File: config.mk
export PLATFORM = sky130hd
export DESIGN_NAME = mem_arbiter
export DESIGN_NICKNAME = d
export VERILOG_FILES = /design/src/rtl/mem_arbiter.sv
export SDC_FILE = /design/constraint.sdc
export NUM_CORES = 1
export LEC_CHECK = 0
export ABC_AREA = 1
export CAP_MARGIN = 5
export CORE_MARGIN = 10
export CORE_UTILIZATION = 46
export CTS_CLUSTER_DIAMETER = 30
export DETAILED_ROUTE_END_ITERATION = 12
export PLACE_DENSITY_LB_ADDON = 0.2
export SYNTH_ARGS = -nofsm -noshare
export SYNTH_HDL_FRONTEND = slang
export SYNTH_SLANG_ARGS = --single-unit
File: constraint.sdc
create_clock -name CLK -period 2.3 [get_ports CLK]
set_input_delay 0.46 -clock CLK [delete_from_list [all_inputs] [get_ports CLK]]
set_output_delay 0.46 -clock CLK [all_outputs]
set_load 0.03 [all_outputs]
File: src/rtl/mem_arbiter.sv
// Two-requester memory arbiter: a CPU control unit and a DMA/IO engine share
// one memory port. Ties in IDLE go to whichever requester did not win last,
// each access is bounded by a wait timeout, and completion is a one-cycle ACK.
module mem_arbiter #(
    parameter int ADDR_W = 8,
    parameter int DATA_W = 8,
    parameter int TMO    = 15
) (
    input  logic              CLK,
    input  logic              RESET_N,
    input  logic              CPU_REQ,
    input  logic              CPU_WE,
    input  logic [ADDR_W-1:0] CPU_ADDR,
    input  logic [DATA_W-1:0] CPU_WDATA,
    output logic              CPU_ACK,
    input  logic              DMA_REQ,
    input  logic              DMA_WE,
    input  logic [ADDR_W-1:0] DMA_ADDR,
    input  logic [DATA_W-1:0] DMA_WDATA,
    output logic              DMA_ACK,
    output logic [DATA_W-1:0] RDATA,
    output logic              BUS_ERR,
    output logic              MEM_EN,
    output logic              MEM_WE,
    output logic [ADDR_W-1:0] MEM_ADDR,
    output logic [DATA_W-1:0] MEM_WDATA,
    input  logic [DATA_W-1:0] MEM_RDATA,
    input  logic              MEM_READY,
    output logic [1:0]        OWNER
);

    typedef enum logic [1:0] {
        IDLE     = 2'd0,
        CPU_BUSY = 2'd1,
        DMA_BUSY = 2'd2,
        DONE     = 2'd3
    } state_t;

    // The wait counter value at the start of the final permitted BUSY cycle;
    // one more cycle without MEM_READY makes it reach TMO and ends the access.
    localparam logic [3:0] TMO_LAST = 4'(TMO - 1);

    state_t            state_q, state_d;
    logic              last_q, last_d;
    logic [3:0]        wait_cnt_q, wait_cnt_d;
    logic              err_q, err_d;
    logic              mem_we_q, mem_we_d;
    logic [ADDR_W-1:0] mem_addr_q, mem_addr_d;
    logic [DATA_W-1:0] mem_wdata_q, mem_wdata_d;
    logic [DATA_W-1:0] rdata_q, rdata_d;
    logic              grant_cpu;

    // Arbitration: a lone requester wins; on a tie the one that did not win last.
    always_comb begin
        grant_cpu = CPU_REQ && (!DMA_REQ || last_q);
    end

    // Next-state logic: grant in IDLE, wait for MEM_READY or timeout in BUSY,
    // single-cycle DONE that always returns to IDLE without arbitrating.
    always_comb begin
        state_d     = state_q;
        last_d      = last_q;
        wait_cnt_d  = wait_cnt_q;
        err_d       = err_q;
        mem_we_d    = mem_we_q;
        mem_addr_d  = mem_addr_q;
        mem_wdata_d = mem_wdata_q;
        rdata_d     = rdata_q;
        case (state_q)
            IDLE: begin
                if (grant_cpu) begin
                    state_d     = CPU_BUSY;
                    last_d      = 1'b0;
                    wait_cnt_d  = 4'd0;
                    mem_we_d    = CPU_WE;
                    mem_addr_d  = CPU_ADDR;
                    mem_wdata_d = CPU_WDATA;
                end else if (DMA_REQ) begin
                    state_d     = DMA_BUSY;
                    last_d      = 1'b1;
                    wait_cnt_d  = 4'd0;
                    mem_we_d    = DMA_WE;
                    mem_addr_d  = DMA_ADDR;
                    mem_wdata_d = DMA_WDATA;
                end
            end
            CPU_BUSY, DMA_BUSY: begin
                if (MEM_READY) begin
                    state_d = DONE;
                    err_d   = 1'b0;
                    if (!mem_we_q) begin
                        rdata_d = MEM_RDATA;
                    end
                end else begin
                    wait_cnt_d = wait_cnt_q + 4'd1;
                    if (wait_cnt_q == TMO_LAST) begin
                        state_d = DONE;
                        err_d   = 1'b1;
                    end
                end
            end
            DONE: begin
                state_d = IDLE;
            end
            default: begin
                state_d = IDLE;
            end
        endcase
    end

    // State register; reset abandons any access in flight and favours the CPU.
    always_ff @(posedge CLK or negedge RESET_N) begin
        if (!RESET_N) begin
            state_q     <= IDLE;
            last_q      <= 1'b1;
            wait_cnt_q  <= 4'd0;
            err_q       <= 1'b0;
            mem_we_q    <= 1'b0;
            mem_addr_q  <= '0;
            mem_wdata_q <= '0;
            rdata_q     <= '0;
        end else begin
            state_q     <= state_d;
            last_q      <= last_d;
            wait_cnt_q  <= wait_cnt_d;
            err_q       <= err_d;
            mem_we_q    <= mem_we_d;
            mem_addr_q  <= mem_addr_d;
            mem_wdata_q <= mem_wdata_d;
            rdata_q     <= rdata_d;
        end
    end

    // Outputs decode straight from registered state, so they clear with reset.
    always_comb begin
        MEM_EN    = (state_q == CPU_BUSY) || (state_q == DMA_BUSY);
        OWNER     = (state_q == CPU_BUSY) ? 2'b01 :
                    (state_q == DMA_BUSY) ? 2'b10 : 2'b00;
        CPU_ACK   = (state_q == DONE) && !last_q;
        DMA_ACK   = (state_q == DONE) && last_q;
        BUS_ERR   = (state_q == DONE) && err_q;
        MEM_WE    = mem_we_q;
        MEM_ADDR  = mem_addr_q;
        MEM_WDATA = mem_wdata_q;
        RDATA     = rdata_q;
    end

endmodule

# Yosys cells after proc, flatten, opt, wreduce, memory -nomap -nowiden
# Cells that the tools add are included.
# classes
addsub,1
eq_ne,7
mux,21
bitwise_logic,1
n_reduce_logical,18
# ops
cell,count
8-bit two-way mux,4
2-bit two-way mux,6
4-bit two-way mux,3
4-bit case mux with 2 select lines,1
1-bit two-way mux,6
"3-bit inequality test, second input constant",2
2-bit case mux with 3 select lines,1
2-bit AND reduction,3
3-bit AND reduction,2
2-bit nonzero test,3
"4-bit by 1-bit adder with 4-bit output, second input constant",1
"2-bit == test, second input constant",2
"4-bit == test, second input constant",1
1-bit logical AND,4
"2-bit by 1-bit == test with 1-bit output, second input constant",1
1-bit logical NOT,2
2-bit logical NOT,1
1-bit logical OR,2
"2-bit inequality test, second input constant",1
2-bit OR reduction,1
1-bit inverter,1
# word_totals
reg_bits,33
output_inout_bits,31
word_cells,56

# Longest topological paths before layout
# logic_depth
ltp_word,5
depth_mapped,8
ltp_nobuf,8

# Worst setup path before layout
# OpenSTA, ideal clock, no wires.
# synth_timing
path_kind,flip-flop to flip-flop
start,register state_q[0]
end,register rdata_q[0] (netlist: RDATA[0])
setup_ns,0.118
arrival_ns,1.525
setup_slack_ns,0.658
stages_incl_launch_ff,9
n_path_buf,1
period_less_slack_ns,1.642
path_cell_list,dfrtp_1 -> inv_1 -> ha_1 -> nand2_1 -> inv_1 -> buf_2 -> nand2_1 -> nand2_1 -> nand2_1
# synth_via
elab_chain_len,3
word_cells_on_any_way,4
cone_classes,2 x eq/ne; 2 x reduce/logical
# synth_lines
element,line_no,rtl
from (decl),43,"state_t state_q, state_d;"
from (signal assigned),123,state_q <= state_d;
2-bit by 1-bit == test with 1-bit output or 2-bit == test (tied branches),69,case (state_q)
2-bit OR reduction (*),69,
3-bit AND reduction (no source line) (*),n/a,
to (signal assigned),130,rdata_q <= rdata_d;
to (decl),50,"logic [DATA_W-1:0] rdata_q, rdata_d;"
# Mark *: on every way between the ends. The rest lies on a longest branch, timed or not.
# A chain may end at the register's enable or synchronous reset.

# Worst setup path in the final report
# layout_timing
start,register state_q[0]
end,output port CPU_ACK
# layout_via
elab_chain_len,2
# layout_lines
element,line_no,rtl
2-bit == test,139,CPU_ACK = (state_q == DONE) && !last_q;
1-bit logical AND,139,
to (decl),15,"output logic CPU_ACK,"
# Every way passes these cells.

==> flow_summary.json <==
{
  "fmax_ghz": 0.462,
  "total_power_uw": 3580,
  "hold_class": "reg -> reg",
  "critPathSlowestCell": "clkdlybuf4s50_1",
  "synthTopCellsByArea": "dfrtp_1 (44%), nand2_1 (17%), nand3_1 (7.9%)",
  "place_congestion": 0.849,
  "fin_crit_sh_pct": 94.1,
  "p_leak_uw": 0.00132,
  "path_clk_slew_ns": 0.07,
  "dpl.hpwl_mm": 3.93,
  "synthesis.nets": 287,
  "wirelength_mm": 5.07,
  "nets": 366,
  "avgSynthCellArea_um2": 7.87,
  "start_util_pct": 48.6,
  "yosys.cell_types.count": 21,
  "clock_latency_ns": 0.28,
  "cts_buffers": 5,
  "htree_num_levels": 2,
  "outcome": "complete, no violations",
  "drive_gt1_share_pct": 9.58,
  "drtPass1Iterations": 4,
  "whs_path_depth": 2,
  "worst_pin_slew_ns": 0.427,
  "reg2reg_depth": 7,
  "crit_path_start_kind": "register",
  "cts_tree": "built",
  "worstPathRequired_ns": 1.84,
  "area_growth_pct": 47.5,
  "finalMaxSlewViolations": 0,
  "viasPerCell": 4.80,
  "vdd.ir_drop.worst_uv": 806,
  "rows": 22,
  "grt_pass1_wl_mm": 8.41,
  "drt_iter0_markers": 48,
  "fillers": 326,
  "cts_root_buf": "clkbuf_8",
  "cpLargestDelayFamily": "buffers and inverters",
  "track_usage_pct": 14.5,
  "maxCapViolations": 0,
  "antenna_found_initial": 0,
  "coreArea_um2": 3770,
  "ys_seq_area_share_pct": 45.1,
  "yosysWarnings": 0,
  "postSynthCellCount": 233,
  "fin_crit_ns": 2.16,
  "cp_max_fo": 4,
  "io_buffer_count": 77,
  "finalHoldViolations": 0,
  "grt_max_degree": 34,
  "fin_tns_setup_ns": 0,
  "ioPinCount": 78,
  "synth_top_area_cell": "dfrtp_1",
  "skew_ns": 0.0129,
  "worst_setup_path_end_kind": "output pin",
  "die_h_um": 83.1,
  "relSlewSlack_pct": 71.6,
  "fp.dieArea_um2": 6910,
  "pwr_density_cell_nw_per_um2": 1320,
  "overflow": 0,
  "die_width_um": 83.1,
  "vias": 1733,
  "clockBufferDepth": 2,
  "route.detailed.drc": 0,
  "setup_viol": 0,
  "wl_per_cell_um": 14.0,
  "crit_buf_inv": 2,
  "synth_area_um2": 1830,
  "critical_path_class": "reg -> out",
  "rsz0062_at_grt": "false",
  "synth-seq-cells": 33,
  "cp_num_cells": 4,
  "worstPathCellList": "ha_1 -> inv_1 -> nor2_1 -> clkdlybuf4s50_1",
  "cts_sinks": 33,
  "arrival_ns": 1.70,
  "cp_slowest_stage_delay_ns": 0.67,
  "ant_nets": 0,
  "diodes": 0,
  "grt_pass1_vias": 1734,
  "synth_top_area_share_pct": 43.7
}
==> metrics by stage <==
stage / worst slack [ns] / area [µm²] / hold WS (ns) / std cells / util, %
floorplan: 0.658 / 1830 / 0.164 / 233 / -
global placement: 0.302 / 2630 / 0.454 / 353 / 69.6
detailed placement: 0.223 / 2630 / 0.459 / 353 / 69.6
CTS: 0.124 / 2710 / 0.476 / 361 / 71.7
global route: 0.0536 / 2710 / 0.502 / 361 / 71.7
finish: 0.136 / 2710 / 0.469 / 361 / 71.7
==> logic make-up (layout without fill, tap and decap cells) <==
logic type | Yosys count | in the layout | share of synthesized area, %
DFF | 33 | 33 | 45.1
adders and majority gates | 7 | 7 | 4.77
buffers and inverters | 39 | 119 | 9.96
AOI/OAI and AO/OA | 29 | 29 | 11.0
and+or+nand+nor | 125 | 125 | 29.2
==> cell usage after synthesis, drive strengths merged <==
library cell   n
a21oi          4
buf            9
clkinv         1
dfrtp         32
dfstp          1
ha             7
inv           29
nand2         87
nand3         30
nand4          1
nor2           5
nor3           1
o21ai         25
or2            1
==> power by group <==
| part | leakage, µW | internal, µW | total [µW] | switching (µW) |
|---|---|---|---|---|
| logic | 0.000867 | 818 | 2140 | 1320 |
| clock network | 0.0000422 | 212 | 419 | 207 |
| registers | 0.000415 | 851 | 1020 | 168 |
==> path summary, 6_finish.rpt <==
path	slack (ns)	end	start
setup / recovery	0.14	CPU_ACK	state_q[0]
hold / removal	0.47	RDATA[5]	RDATA[5]
setup reg to reg	0.52	RDATA[7]	state_q[0]
hold reg to reg	0.47	RDATA[5]	RDATA[5]
max in group asynchronous	1.39	last_q	RESET_N
min in group asynchronous	0.58	state_q[1]	RESET_N
==> layer usage <==
layer	routed length, µm	global-route usage, %	up-vias
li1	-	-	887
met1	2060	16.1	783
met2	2600	24.9	60
met3	378	6.05	3
met4	19	3.38	0
met5	0	0	-
==> state kept, by name, summed over array words and instances, names as in the netlist <==
| signal | count |
|---|---|
| MEM_ADDR | 8 |
| MEM_WDATA | 8 |
| MEM_WE | 1 |
| RDATA | 8 |
| err_q | 1 |
| last_q | 1 |
| state_q | 2 |
| wait_cnt_q | 4 |
==> timing repair <==
action,4_1_cts,5_1_grt
endpoints found under the setup margin,1,0
resized for setup,1,0
setup buffers,0,0
hold buffers,0,0
==> tightest hold or removal path: cells and delay by family, from the launching register on <==
kind	cells	cell delay, ns
flip-flops	1	0.34
AND/OR/NAND/NOR	2	0.10
==> cell usage in the layout, fill, tap and decap left out <==
cell and n:
a21oi_1 3, a21oi_4 1, buf_4 4, clkbuf_1 2, clkbuf_8 5, clkdlybuf4s50_1 76
clkinv_1 1, clkinv_2 1, dfrtp_1 32, dfstp_2 1, dlygate4sd2_1 1, ha_1 7
inv_1 28, inv_2 1, nand2_1 84, nand2_2 1, nand2_4 2, nand3_1 29
nand3_2 1, nand4_1 1, nor2_1 5, nor3_1 1, o21ai_0 13, o21ai_2 12
or2_2 1
==> area by class of cell <==
cell class                 instances  area (µm²)  area share (%)
inverter                          30         113            4.16
clock inverter                     1        5.00           0.185
sequential                        33         827            30.6
tap                               48        60.1            2.22
clock buffer                       7        76.3            2.82
multi-input combinational        161         825            30.5
timing repair buffer              81         800            29.6
(Power assumes the default switching activity.)
